**config.mk**
```make
export PLATFORM = sky130hd
export DESIGN_NAME = led_serial2parallel
export DESIGN_NICKNAME = d
export VERILOG_FILES = /design/src/rtl/led_serial2parallel.sv
export SDC_FILE = /design/constraint.sdc
export NUM_CORES = 1
export LEC_CHECK = 0
export BUFFER_PORTS_ARGS = -buffer_cell sky130_fd_sc_hd__buf_2
export CAP_MARGIN = 10
export CORE_ASPECT_RATIO = 2
export CORE_UTILIZATION = 45
export DETAILED_ROUTE_END_ITERATION = 7
export PLACE_DENSITY = 0.66
export SLEW_MARGIN = 5
export SYNTH_ARGS = -nofsm -noshare
export SYNTH_HDL_FRONTEND = slang
export SYNTH_SLANG_ARGS = --single-unit
```
**constraint.sdc**
```tcl
create_clock -name clk -period 2 [get_ports clk]
set_clock_uncertainty 0.2 [all_clocks]
set_input_delay 0.4 -clock clk [delete_from_list [all_inputs] [get_ports clk]]
set_output_delay 0.4 -clock clk [all_outputs]
set_load 0.02 [all_outputs]
```
**src/rtl/led_serial2parallel.sv**
```systemverilog
// Board-side receiver for the led_clk/led_pen/led_dat shift protocol; rebuilds the parallel LED word.
// Pins are synchronised into clk; data_valid lands on the 3rd clk edge after led_pen rises.
module led_serial2parallel #(
  parameter int WIDTH   = 16,
  parameter bit INVERT  = 1'b0,
  parameter int TIMEOUT = 4096
) (
  input  logic             clk,
  input  logic             rst_n,
  input  logic             led_clk,
  input  logic             led_pen,
  input  logic             led_dat,
  output logic [WIDTH-1:0] data_out,
  output logic             data_valid,
  output logic             frame_err,
  output logic             busy
);

  localparam int CW = $clog2(WIDTH + 2);
  localparam int TW = $clog2(TIMEOUT + 1);

  typedef enum logic {IDLE, SHIFT} state_t;

  // [0],[1] form the synchroniser, [2] is the history flop for edge detection
  logic [2:0] clk_sh_q;
  logic [2:0] pen_sh_q;
  logic [1:0] dat_sh_q;

  always_ff @(posedge clk or negedge rst_n) begin
    if (!rst_n) begin
      clk_sh_q <= '0;
      pen_sh_q <= '0;
      dat_sh_q <= '0;
    end else begin
      clk_sh_q <= {clk_sh_q[1:0], led_clk};
      pen_sh_q <= {pen_sh_q[1:0], led_pen};
      dat_sh_q <= {dat_sh_q[0], led_dat};
    end
  end

  logic clk_rise, pen_rise, pen_sync, dat_sync;
  assign clk_rise = clk_sh_q[1] & ~clk_sh_q[2];
  assign pen_rise = pen_sh_q[1] & ~pen_sh_q[2];
  assign pen_sync = pen_sh_q[1];
  assign dat_sync = dat_sh_q[1];

  state_t           state_q;
  logic [WIDTH-1:0] sr_q;
  logic [CW-1:0]    cnt_q;
  logic [TW-1:0]    to_q;
  logic [WIDTH-1:0] data_out_q;
  logic             data_valid_q;
  logic             frame_err_q;
  logic             busy_q;

  always_ff @(posedge clk or negedge rst_n) begin
    if (!rst_n) begin
      state_q      <= IDLE;
      sr_q         <= '0;
      cnt_q        <= '0;
      to_q         <= '0;
      data_out_q   <= '0;
      data_valid_q <= 1'b0;
      frame_err_q  <= 1'b0;
      busy_q       <= 1'b0;
    end else begin
      data_valid_q <= 1'b0;
      frame_err_q  <= 1'b0;
      case (state_q)
        IDLE: begin
          if (clk_rise && !pen_sync) begin
            sr_q    <= {{(WIDTH-1){1'b0}}, dat_sync};
            cnt_q   <= CW'(1);
            to_q    <= '0;
            state_q <= SHIFT;
            busy_q  <= 1'b1;
          end
        end
        SHIFT: begin
          // Pen rise outranks a coincident clock rise, so that edge is never shifted in
          if (pen_rise) begin
            if (cnt_q == CW'(WIDTH)) begin
              data_out_q   <= INVERT ? ~sr_q : sr_q;
              data_valid_q <= 1'b1;
            end else begin
              frame_err_q  <= 1'b1;
            end
            cnt_q   <= '0;
            state_q <= IDLE;
            busy_q  <= 1'b0;
          end else if (clk_rise && !pen_sync) begin
            sr_q <= {sr_q[WIDTH-2:0], dat_sync};
            if (cnt_q != CW'(WIDTH + 1)) cnt_q <= cnt_q + CW'(1);
            to_q <= '0;
          end else if (to_q == TW'(TIMEOUT - 1)) begin
            frame_err_q <= 1'b1;
            cnt_q       <= '0;
            state_q     <= IDLE;
            busy_q      <= 1'b0;
          end else begin
            to_q <= to_q + TW'(1);
          end
        end
        default: begin
          state_q <= IDLE;
          busy_q  <= 1'b0;
        end
      endcase
    end
  end

  assign data_out   = data_out_q;
  assign data_valid = data_valid_q;
  assign frame_err  = frame_err_q;
  assign busy       = busy_q;

endmodule
```
; Word-level counts from Yosys, hierarchy flattened
; Index checks and enable logic that the tools add are counted.
[word_totals]
register_bits = 62
inputBits = 5
output_inout_bits = 19
[classes]
addsub = 2
n_eq_ne = 11
n_mux = 33
n_bitwise = 5
n_reduce_logical = 7
[op_table]
columns = operator, n
row1 = 2-to-1 mux 13 bit, 4
row2 = 2-to-1 mux 16 bit, 3
row3 = one-hot mux 16 bit (2 select lines), 1
row4 = one-hot mux 13 bit (2 select lines), 1
row5 = 2-to-1 mux 5 bit, 5
row6 = 2-to-1 mux 1 bit, 16
row7 = AND reduction 3 bit, 5
row8 = adder 13 x 1 -> 13 bit (second input constant), 1
row9 = equality test 13 x 12 -> 1 bit (second input constant), 1
row10 = one-hot mux 5 bit (2 select lines), 1
row11 = inequality test 3 bit (second input constant), 2
row12 = adder 5 x 1 -> 5 bit (second input constant), 1
row13 = equality test 5 bit (second input constant), 1
row14 = inequality test 5 bit (second input constant), 1
row15 = inequality test 2 bit (second input constant), 2
row16 = inequality test 4 x 2 -> 1 bit (second input constant), 1
row17 = inequality test 4 x 3 -> 1 bit (second input constant), 1
row18 = one-hot mux 1 bit (2 select lines), 2
row19 = inequality test 3 x 2 -> 1 bit (second input constant), 1
row20 = inverter 1 bit, 3
row21 = bitwise AND 1 bit, 2
row22 = inequality test 2 x 1 -> 1 bit (second input constant), 1
row23 = logical AND 1 bit, 1
row24 = zero test 1 bit, 1

; Depth between registers and ports, before layout
[logic_depth]
word_depth = 6
ltp_mapped = 6
mapped_depth_nobuf = 5

; Least setup slack after synthesis
; OpenSTA, ideal clock, no wires.
[synth_timing]
kind = register -> register
start = reg to_q[0]
end = reg to_q[0]
setup_ns = 0.078
arrival_time_ns = 1.529
required_ns = 1.722
path_slack_ns = 0.192
stages_incl_launch_ff = 7
n_path_buf = 1
synth_period_minus_slack_ns = 1.808
path_cell_list = dfrtp_1 ha_1 and3b_1 and4_4 buf_6 or3_1 a21oi_1
[synth_via]
elab_chain_len = 5
elab_cells_between_ends = 8
cone_classes = add/sub (1) / eq/ne (2) / mux (4) / reduce/logical (1)
[synth_lines]
columns = element, line_no
row1 = start: declaration, 50  ; logic [TW-1:0] to_q;
row2 = start signal: assignment, 101  ; to_q <= to_q + TW'(1);
row3 = adder 13 x 1 -> 13 bit, 101
row4 = 2-to-1 mux 13 bit, 95  ; end else if (to_q == TW'(TIMEOUT - 1)) begin
row5 = 2-to-1 mux 13 bit, 91  ; end else if (clk_rise && !pen_sync) begin
row6 = 2-to-1 mux 13 bit, 81  ; if (pen_rise) begin
row7 = one-hot mux 13 bit (2 select lines), 69  ; case (state_q)
; Several ways; a longest one is shown, not always the timed one. The select of a mux whose other input is x is not followed.
; A chain may end at the register's enable or synchronous reset.

; Worst setup path in the final report
[layout_timing]
start = reg to_q[0]
end = reg to_q[4]
; Same word-level chain as after synthesis.

==> results_dict.tcl <==
set metrics [dict create \
    grt_overflow_total 0 \
    synth_edf_count 0 \
    core_area_um2 5710 \
    ys_seq_area_share_pct 58.2 \
    die_w_um 56.4 \
    finalPower_w 0.00331 \
    vdd_ir_drop_max_uv 722 \
    fin_crit_ps 1890 \
    antenna_found_initial 0 \
    timing.fmax_ghz 0.528 \
    ant_nets 0 \
    post_dp_cell_area_um2 2880 \
    cts_made_buffers 9 \
    rows 39 \
    setup_tns_ps 0 \
    stdcell_area_um2 3240 \
    die-area_um2 6260 \
    start_util_pct 46.7 \
    hold_violations 0 \
    worstMarginPinSlew_ps 330 \
    crit_arrival_ps 1920 \
    diodes 0 \
    routed_wl_um 5320 \
    clk_pin_slew_ps 50 \
    cts_tree "built" \
    finalNonFillerCells 341 \
    synth_top_area_cell "dfrtp_1" \
    syn_inst 238 \
    clkSinkCount 62 \
    vias_per_cell 5.64 \
    period_share_pct 94.7 \
    dr.pass1.iters 4 \
    drc_errors 0 \
    gp_congestion 0.779 \
    post_cts_buffers 0 \
    hpwl_um 3570 \
    grt_pass1_vias 2017 \
    timing.slew.headroom_pct 78.0 \
    worstSetupStartpointType "flop" \
    dp_cells 321 \
    yosys_register_bits 62 \
    wl_per_cell_um 15.6 \
    drive_gt1_share_pct 25.7 \
    power_density_nw_per_um2 1020 \
    finalSetupViolations 0 \
    yosysUniqueCellTypes 46 \
    grt_max_degree 63 \
    clock_latency_ps 320 \
    postSynthAreaPerCell_um2 11.2 \
    hp-class "reg -> reg" \
    area_delta_synth_final_pct 21.5 \
    ys.flop_type "dfrtp_1" \
    async_reset_ff_share_pct 100 \
    rsz0062_at_grt "false" \
    clockBufferDepth 2 \
    power.leakage_nw 1.65 \
    end_kind "flop" \
    grt_pass1_wl_um 9230 \
    report.final.slew_viol_count 0 \
    synth_nets 247 \
    postLayoutCoreUtil_pct 56.8 \
    path_class "reg -> reg" \
    crit_fanout 7 \
    num_vias 1924 \
    synth_warnings 0 \
    cp.required_ps 2030 \
    cap_violations 0 \
    drt_iter0_markers 56 \
    status "complete, no violations" \
    io_buffers 23 \
    r2r_setup_slack_ps 110 \
    chipHeight_um 111 \
    ios 24 \
    synth_area_um2 2670 \
    htree_levels 3 \
    nNetsFinal 284 \
    cts_root_buf "clkbuf_16" \
    grt_usage_pct 19.3 \
    ys_top_cells_by_area "dfrtp_1, mux2_2, nand2_1" \
    synth_top_area_share_pct 58.2 \
]
[report_power, final]
part	switching (W)	total, W	leakage [nW]	internal, W
Clock	0.000521	0.00165	0.150	0.00112
Combinational	0.000153	0.000261	0.662	0.000108
Sequential	0.0000717	0.00140	0.836	0.00133
Total	0.000745	0.00331	1.65	0.00256
[through the flow]
stage          hold WS [ps]  setup WS, ps
6_report                144           106
5_1_grt                 150          3.86
4_1_cts                 147          21.7
3_5_place_dp            136          20.9
3_3_place_gp            133          85.4
2_1_floorplan         -95.6           192
[flip-flops by register name, summed over array words and instances (netlist names)]
| register | count |
|---|---|
| data_valid | 1 |
| sr_q | 16 |
| cnt_q | 5 |
| clk_sh_q | 3 |
| busy | 1 |
| to_q | 13 |
| frame_err | 1 |
| pen_sh_q | 3 |
| dat_sh_q | 2 |
| data_out | 16 |
| state_q | 1 |
[synth_stat cells, types with 2 or more instances]
cell and number:
a21oi_1 8, a31oi_1 3, a41oi_1 2, and2_1 2, and3_1 3, and4_1 2
and4_4 2, buf_2 3, buf_6 3, clkbuf_1 4, dfrtp_1 62, ha_1 4
inv_1 3, mux2_2 16, mux2i_1 2, nand2_1 45, nand2b_1 4, nand3_1 21
nand4_1 5, nor2_1 3, nor2b_1 2, nor3_1 7, o211ai_1 2, o21ai_0 6
o22ai_1 2, or3_1 2
[timing repair]
item / in CTS / in global routing
setup endpoints to repair: 0 / 17
hold buffers: 4 / 0
hold endpoints to repair: 65 / 0
gates resized for setup: 0 / 1
[cell families (layout without fill, tap and decap cells)]
group	Yosys count	after routing	synth area share, %
muxes	18	18	7.50
buffers and inverters	14	56	2.95
and+or+nand+nor	106	106	20.6
AOI/OAI and AO/OA	32	32	8.21
adders and majority gates	4	4	1.88
xor gates and xnor gates	2	2	0.657
DFF	62	62	58.2
[final timing paths]
kind                                  startpoint               endpoint  cells after the start
max                          to_q[0]$_DFFE_PN0P_    to_q[4]$_DFFE_PN0P_                      5
min                        pen_sh_q[0]$_DFF_PN0_  pen_sh_q[1]$_DFF_PN0_                      0
max reg2reg                  to_q[0]$_DFFE_PN0P_    to_q[4]$_DFFE_PN0P_                      5
min reg2reg                pen_sh_q[0]$_DFF_PN0_  pen_sh_q[1]$_DFF_PN0_                      0
max in group asynchronous                  rst_n   sr_q[14]$_DFFE_PN0P_                      3
min in group asynchronous                  rst_n    to_q[5]$_DFFE_PN0P_                      3
[routing by layer]
layer	up-vias	GRT usage [%]	share of wire, %
met3	14	5.60	3.0
met1	957	21.2	41
met4	0	11.5	2.9
li1	920	-	-
met2	33	32.2	53
met5	-	0	0
[critical path, stage by stage (launching register included)]
cell and delay (ps):
dfrtp_1 390, ha_1 200, and3b_1 210, nand4_1 290, and4_1 320, nor3_1 190
[cell usage in the layout (no fill, tap or decap), types with 2 or more instances in the layout]
master / count
dfrtp_1: 62
nand2_1: 45
buf_2: 23
nand3_1: 21
mux2_2: 16
clkbuf_16: 9
a21oi_1: 8
buf_4: 8
nor3_1: 7
o21ai_0: 6
nand4_1: 5
nand2b_1: 4
ha_1: 4
dlygate4sd3_1: 4
inv_1: 3
nor2_1: 3
and3_1: 3
a31oi_1: 3
clkbuf_1: 3
and2_1: 2
and4_4: 2
mux2i_1: 2
or3_1: 2
o211ai_1: 2
a41oi_1: 2
and4_1: 2
o22ai_1: 2
nor2b_1: 2
bufinv_16: 2
[final cells by class]
| type | instances | area (um2) |
|---|---|---|
| clock buffer | 13 | 250 |
| tap | 61 | 76.3 |
| inverter | 4 | 15.0 |
| fill | 507 | 2470 |
| clock inverter | 3 | 67.6 |
| timing repair buffer | 36 | 235 |
| multi-input combinational | 162 | 1040 |
| sequential | 62 | 1550 |
Power figures use the tool's default switching activity.
